--- src/rtl/imem_arb_pkg.sv ---
// imem_arb_pkg: shared state encoding, width defaults and HALT-entry policy for the imem port arbiter
package imem_arb_pkg;
  localparam int ADDR_W_DEF = 8;
  localparam int DATA_W_DEF = 32;
  typedef enum logic [1:0] {RUN, HOST, HALT} state_t;
  // A fresh host_req meeting halt_req in RUN is not granted there; HALT is entered first and serves it
  localparam bit HALT_BEFORE_GRANT = 1'b1;
endpackage

--- src/rtl/imem_arb_stats.sv ---
// imem_arb_stats: fetch/stall cycle counters for the imem port arbiter
// Ports: clk, clrn (async active-low reset), cpu_stall, cpu_rstn (observed CPU handshake),
//        fetch_cnt (cycles delivering an instruction), stall_cnt (cycles the running CPU is held).
module imem_arb_stats (
  input  logic        clk,
  input  logic        clrn,
  input  logic        cpu_stall,
  input  logic        cpu_rstn,
  output logic [31:0] fetch_cnt,
  output logic [31:0] stall_cnt
);
  always_ff @(posedge clk or negedge clrn)
    if (!clrn) begin
      fetch_cnt <= '0;
      stall_cnt <= '0;
    end else begin
      fetch_cnt <= fetch_cnt + 32'(cpu_rstn && !cpu_stall);
      stall_cnt <= stall_cnt + 32'(cpu_rstn && cpu_stall);
    end
endmodule

--- src/rtl/imem_port_arbiter.sv ---
// imem_port_arbiter: shares one instruction block-memory port between the CPU fetch path and a host
// Ports: clk, clrn (async active-low reset); cpu_addr/cpu_inst/cpu_stall/cpu_rstn (CPU fetch side);
//        halt_req/halted (host halt control); host_req/host_we/host_addr/host_wdata/host_ack/host_rdata
//        (host access); mem_we/mem_addr/mem_din/mem_dout (block memory, one-cycle registered read).
// Optional: define IMEM_ARB_STATS_EN to add fetch_cnt/stall_cnt outputs.
module imem_port_arbiter
  import imem_arb_pkg::*;
#(
  parameter int ADDR_W = ADDR_W_DEF,
  parameter int DATA_W = DATA_W_DEF
) (
  input  logic              clk,
  input  logic              clrn,
  input  logic [ADDR_W-1:0] cpu_addr,
  output logic [DATA_W-1:0] cpu_inst,
  output logic              cpu_stall,
  output logic              cpu_rstn,
  input  logic              halt_req,
  output logic              halted,
  input  logic              host_req,
  input  logic              host_we,
  input  logic [ADDR_W-1:0] host_addr,
  input  logic [DATA_W-1:0] host_wdata,
  output logic              host_ack,
  output logic [DATA_W-1:0] host_rdata,
  output logic              mem_we,
  output logic [ADDR_W-1:0] mem_addr,
  output logic [DATA_W-1:0] mem_din,
  input  logic [DATA_W-1:0] mem_dout
`ifdef IMEM_ARB_STATS_EN
  ,
  output logic [31:0]       fetch_cnt,
  output logic [31:0]       stall_cnt
`endif
);
  state_t state, state_nx;
  logic grant, fetch, ack_q, fetch_q;
  logic [ADDR_W-1:0] addr_q;
  always_ff @(posedge clk or negedge clrn)
    if (!clrn) begin
      state    <= RUN;
      ack_q    <= 1'b0;
      fetch_q  <= 1'b0;
      addr_q   <= '0;
      cpu_rstn <= 1'b0;
    end else begin
      state    <= state_nx;
      ack_q    <= grant;
      fetch_q  <= fetch;
      addr_q   <= cpu_addr;
      cpu_rstn <= state_nx != HALT;
    end
  // HALT is left only once the last granted access has been acked
  always_comb
    state_nx = state == RUN  ? (grant ? HOST : halt_req ? HALT : RUN) :
               state == HOST ? (halt_req ? HALT : RUN) :
               (halt_req || ack_q) ? HALT : RUN;
  // clrn gates the grant so a request presented during reset cannot write memory.
  // A granted cycle stalls the CPU even when cpu_inst is valid: consuming it would move the PC into a
  // cycle with no fetch behind it, and a host write may be replacing the word being fetched.
  always_comb begin
    grant      = clrn && host_req && (state == HALT ? halt_req : state == RUN && !(HALT_BEFORE_GRANT && halt_req));
    fetch      = !grant && state != HALT;
    mem_addr   = grant ? host_addr : cpu_addr;
    mem_we     = grant && host_we;
    mem_din    = host_wdata;
    host_ack   = ack_q;
    host_rdata = mem_dout;
    cpu_inst   = mem_dout;
    cpu_stall  = grant || !(fetch_q && addr_q == cpu_addr);
    halted     = state == HALT;
  end
`ifdef IMEM_ARB_STATS_EN
  imem_arb_stats u_stats (
    .clk       (clk),
    .clrn      (clrn),
    .cpu_stall (cpu_stall),
    .cpu_rstn  (cpu_rstn),
    .fetch_cnt (fetch_cnt),
    .stall_cnt (stall_cnt)
  );
`endif
endmodule

--- config.mk ---
export PLATFORM = sky130hd
export DESIGN_NAME = imem_port_arbiter
export DESIGN_NICKNAME = d
export VERILOG_FILES = /design/src/rtl/imem_arb_pkg.sv /design/src/rtl/imem_arb_stats.sv /design/src/rtl/imem_port_arbiter.sv
export SDC_FILE = /design/constraint.sdc
export NUM_CORES = 1
export LEC_CHECK = 0
export CORE_ASPECT_RATIO = 2
export CORE_MARGIN = 5
export CORE_UTILIZATION = 25
export CTS_CLUSTER_SIZE = 24
export DETAILED_ROUTE_END_ITERATION = 10
export GPL_TIMING_DRIVEN = 0
export PLACE_DENSITY_LB_ADDON = 0.05
export REMOVE_ABC_BUFFERS = 1
export SYNTH_ARGS = -nofsm -noshare
export SYNTH_HDL_FRONTEND = slang
export SYNTH_SLANG_ARGS = --single-unit
--- constraint.sdc ---
create_clock -name clk -period 4.4 [get_ports clk]
set_input_delay 0.66 -clock clk [delete_from_list [all_inputs] [get_ports clk]]
set_output_delay 0.66 -clock clk [all_outputs]
set_load 0.05 [all_outputs]
### Yosys cells after proc, flatten, opt, wreduce, memory -nomap -nowiden

Index checks and enable logic that the tools add are counted.

| word-level totals | value |
|---|---|
| bits in registers | 13 |
| bits in latches | 0 |
| bits in writable memories | 0 |
| memory bits (read-only) | 0 |
| output and inout port bits | 109 |
| logic and storage cells | 29 |
| memories kept | 0 |

| cells by class | value |
|---|---|
| $add $sub $neg | 0 |
| multipliers | 0 |
| div/mod/pow operators | 0 |
| $lt $le $gt $ge | 0 |
| equality and inequality tests | 5 |
| shift-type cells | 0 |
| multiplexer cells | 7 |
| bitwise gates (word level) | 0 |
| reduce and logical (&&, ||, !) cells | 12 |

Operators with widths:

| operator | count |
|---|---|
| two-way mux 2 bit | 5 |
| equality test 8 bit | 1 |
| two-way mux 8 bit | 1 |
| logical AND 1 bit | 6 |
| inequality test 2 bit, second input constant | 2 |
| logical NOT 1 bit | 3 |
| equality test 2 x 1 -> 1 bit, second input constant | 1 |
| equality test 2 bit, second input constant | 1 |
| logical NOT 2 bit | 1 |
| logical OR 1 bit | 2 |
| two-way mux 1 bit | 1 |

### Logic depth before layout (Yosys ltp)

| depth | value |
|---|---|
| depth in word-level cells | 7 |
| gate-level depth with buffers | 4 |
| depth with buffers taken out | 3 |

### Worst setup path before layout

Ideal clock, no wire load.

| timing | value |
|---|---|
| kind | input to output |
| start | input halt_req |
| end | output cpu_stall |
| arrival time | 1,630 ps |
| required time | 3,740 ps |
| path slack | 2,110 ps |
| stages | 3 |
| path buffers | 0 |
| path through | xor2_1 nor2_1 or4_1 |

| between the ends | value |
|---|---|
| longest elaborated chain between the ends | 5 |

RTL lines:

| element | RTL line | source |
|---|---|---|
| start: declaration | imem_port_arbiter.sv:18 | `input logic halt_req,` |
| logical NOT 1 bit | imem_port_arbiter.sv:62 | `grant = clrn && host_req && (state == HALT ? halt_req : state == RUN && !(HALT_BEFORE_GRANT && halt_req));` |
| logical AND 1 bit | imem_port_arbiter.sv:62 |  |
| two-way mux 1 bit (*) | imem_port_arbiter.sv:62 |  |
| logical AND 1 bit (*) | imem_port_arbiter.sv:62 |  |
| logical OR 1 bit (*) | imem_port_arbiter.sv:70 | `cpu_stall = grant \|\| !(fetch_q && addr_q == cpu_addr);` |
| end: declaration | imem_port_arbiter.sv:16 | `output logic cpu_stall,` |

Mark *: on every way between the ends. The rest lies on a longest branch, timed or not.

### Worst setup path after layout

| timing | value |
|---|---|
| start | input clrn |
| end | output mem_addr[1] |

| between the ends | value |
|---|---|
| longest elaborated chain between the ends | 3 |

RTL lines:

| element | RTL line | source |
|---|---|---|
| start: declaration | imem_port_arbiter.sv:13 | `input logic clrn,` |
| logical AND 1 bit (2 in a row) | imem_port_arbiter.sv:62 |  |
| two-way mux 8 bit | imem_port_arbiter.sv:64 | `mem_addr = grant ? host_addr : cpu_addr;` |
| end: declaration | imem_port_arbiter.sv:27 | `output logic [ADDR_W-1:0] mem_addr,` |

No other way between the ends.

==> qor.csv <==
stage,metric,value,unit
hold_path,Hold Startpoint,host_ack,
global_routing,global-route wire length before repair,10.1,mm
critical_path,critical path class,input port to primary output,
pwr,Power per Cell Area,325,nW/um^2
floorplan,width of the die,60.7,microns
global_routing,vias in the first global route,799,
critical_path,Critical Path Most Common Cell,clkdlybuf4s50_1,
clock_tree,"Reg clk slew, reported paths",0.06,ns
timing,Setup Skew,0.00173,ns
timing,RSZ-0062 raised after global routing,false,
place,dpl hpwl,7.54,mm
timing,fmax,0.244,GHz
synth,largest area contributor in the netlist,buf_4,
synth,top post-synthesis cells by count,"buf_4 (97), dfrtp_1 (13), mux2_2 (8), xnor2_1 (8), nor2_1 (2)",
global_routing,largest net degree at the start of global routing,15,
critical_path,"Critical Path, Cell by Cell",clkdlybuf4s50_1 > nand3b_1 > nor2_2 > mux2_2 > clkdlybuf4s50_1,
critical_path,CP Data Required Time,3.74,ns
clock_tree,Num CTS Buffers,3,
timing,final setup TNS,0,ns
timing,Worst-Margin Slew,0.681,ns
critical_path,Crit path depth,5,
hold_path,hold path cells,1,
clock_tree,deepest clock path buffer count,2,
drt,via count,699,
drt,Routed WL per cell,64.5,microns
critical_path,crit path launch type,input port,
run,Max Cap Viol,0,
drt,number of iterations in the first detailed-routing pass,4,
critical_path,Setup crit end kind,primary output,
synth,Syn Inst Count,139,
clock_tree,TritonCTS clock tree,built,
final_layout,Final Cell Area,1010,sq um
run_status,status,completed,
timing,PnR worst setup slack,0.310,ns
floorplan,Initial Util,25.3,%
critical_path,WP buf/inv,2,
floorplan,io pins,194,
pwr,Tot Pwr,328,uW
final_layout,area delta synth->final,-21.6,%
synth,Seq cells post-synth,13,
final_layout,Final nets,165,
clock_tree,worst-skew pair later-pin latency,0.24,ns
place,# port buffers,33,
clock_tree,# hold bufs at CTS,0,
timing,final setup fails,0,
global_routing,total gr overflow,0,
pwr,leakage,0.000379,uW
floorplan,core area,5090,sq um
critical_path,worst r2r src,state[0],
critical_path,"Slowest-stage cell, CP",clkdlybuf4s50_1,
final_layout,Post-Layout Cell Count,137,
critical_path,CP top delay family,buffers and inverters,
timing,Slew HR,54.4,%
synth,"Cell Area, Synth",1290,sq um
clock_tree,clk root buf,clkbuf_8,
clock_tree,CTS H-tree depth,1,
drt,Final ANT Viol Nets,0,
global_routing,global-route usage over all layers,25.9,%
critical_path,"slowest stage delay, CP",0.91,ns
synth,cell with the most instances after synthesis,buf_4,
critical_path,crit-path max FO,14,
floorplan,num rows,37,
synth,syn avg cell area,9.25,sq um
place,Place WS,-0.0320,ns
floorplan,Die Ht,111,microns
critical_path,cells on worst reg2reg path,3,
synth,"EDFF count, synth",0,
final_layout,# diodes,0,
drt,post-detailed-routing wire length,8.84,mm
synth,ys async rst share,100,%
timing,final period utilization,93.0,%
final_layout,share of cells above drive strength 1,15.2,%
timing,fin. max-slew vios,0,
drt,DR vias/cell,5.10,
place,Placed Cells,133,
synth,Yosys Warn Count,0,
synth,Unique masters post-synth,16,
drt,Initial DRC Count,37,
timing,Fin. Hold Viols,0,
hold_path,hold crit path type,flop to flop,
drt,DRC,0,
clock_tree,Post CTS Setup Buffer Count,0,
critical_path,crit path launch,clrn,
synth,predominant post-synthesis flop cell,dfrtp_1,
critical_path,crit path DAT,3.43,ns
timing,Tmin final,4.09,ns
clock_tree,post-cts repair resize count,1,
global_routing,initial antenna violation count,0,
clock_tree,CTS Sinks,13,
synth,share of the synthesized area in the top cell type,56.6,%
pwr,Peak supply drop,0.100,mV
synth,sequential-to-total area share from yosys stat,25.3,%
synth,cells taking the most area after synthesis,"buf_4 (57%), dfrtp_1 (25%), mux2_2 (7.0%), xnor2_1 (5.4%), xor2_1 (0.68%)",
place,Placed Area,961,sq um
place,Final GP Congestion,0.778,
floorplan,die area,6770,sq um
-- area by class of cell --
cell class / instances / area [sq um]
Sequential cell: 13 / 325
Clock buffer: 4 / 45.0
Multi-Input combinational cell: 28 / 231
Timing Repair Buffer: 33 / 330
Inverter: 1 / 3.75
Fill cell: 580 / 4080
Tap cell: 58 / 72.6
-- power by group --
part | switching, uW | internal [uW]
Combinational | 48.4 | 40.8
Clock | 45.8 | 64.0
Sequential | 3.04 | 126
Total | 97.2 | 231
-- per-stage QoR --
stage	hold slack, ns	utilization (%)
3_5_place_dp	0.464	18.9
5_1_grt	0.501	19.8
2_1_floorplan	0.364	-
3_3_place_gp	0.469	18.9
6_report	0.472	19.8
4_1_cts	0.472	19.8
-- worst paths after layout --
kind                       slack (ns)           to
setup / recovery                 0.31  mem_addr[1]
hold / removal                   0.47     cpu_rstn
setup reg to reg                 3.07      fetch_q
hold reg to reg                  0.47     cpu_rstn
max in group asynchronous        3.14    addr_q[3]
min in group asynchronous        0.83     state[0]
-- flip-flops by register name, indices dropped and copies added, names as in the netlist --
register,cells
host_ack,1
fetch_q,1
state,2
cpu_rstn,1
addr_q,8
-- cells by family after synthesis --
kind of cell / after synthesis / synth area share, %
buffers and inverters: 98 / 56.9
DFF: 13 / 25.3
and+or+nand+nor: 10 / 4.28
xor gates and xnor gates: 9 / 6.13
muxes: 8 / 7.00
AOI/OAI and AO/OA: 1 / 0.389
-- metal layers --
| layer | GRT usage [%] | vias to the layer above | part of all wire (%) |
|---|---|---|---|
| li1 | - | 215 | - |
| met1 | 11.1 | 281 | 14 |
| met2 | 37.7 | 120 | 44 |
| met3 | 18.6 | 83 | 18 |
| met4 | 44.4 | 0 | 23 |
| met5 | 6.72 | - | 0 |
-- placed cells by master (no fill, tap or decap) --
cell / netlist / final
clkdlybuf4s50_1: 0 / 33
dfrtp_1: 13 / 13
mux2_2: 8 / 8
xnor2_1: 8 / 8
clkbuf_8: 0 / 3
nor2b_1: 1 / 1
nand3b_1: 1 / 1
xor2_1: 1 / 1
nor2_2: 0 / 1
nor3_1: 1 / 1
a21oi_1: 1 / 1
inv_1: 1 / 1
nor2_1: 2 / 1
and2_1: 1 / 1
nand2_1: 1 / 1
nand3_1: 1 / 1
nand4_1: 1 / 1
or4_1: 1 / 1
clkbuf_1: 0 / 1
Note: power is estimated with default switching activity, not from simulation.
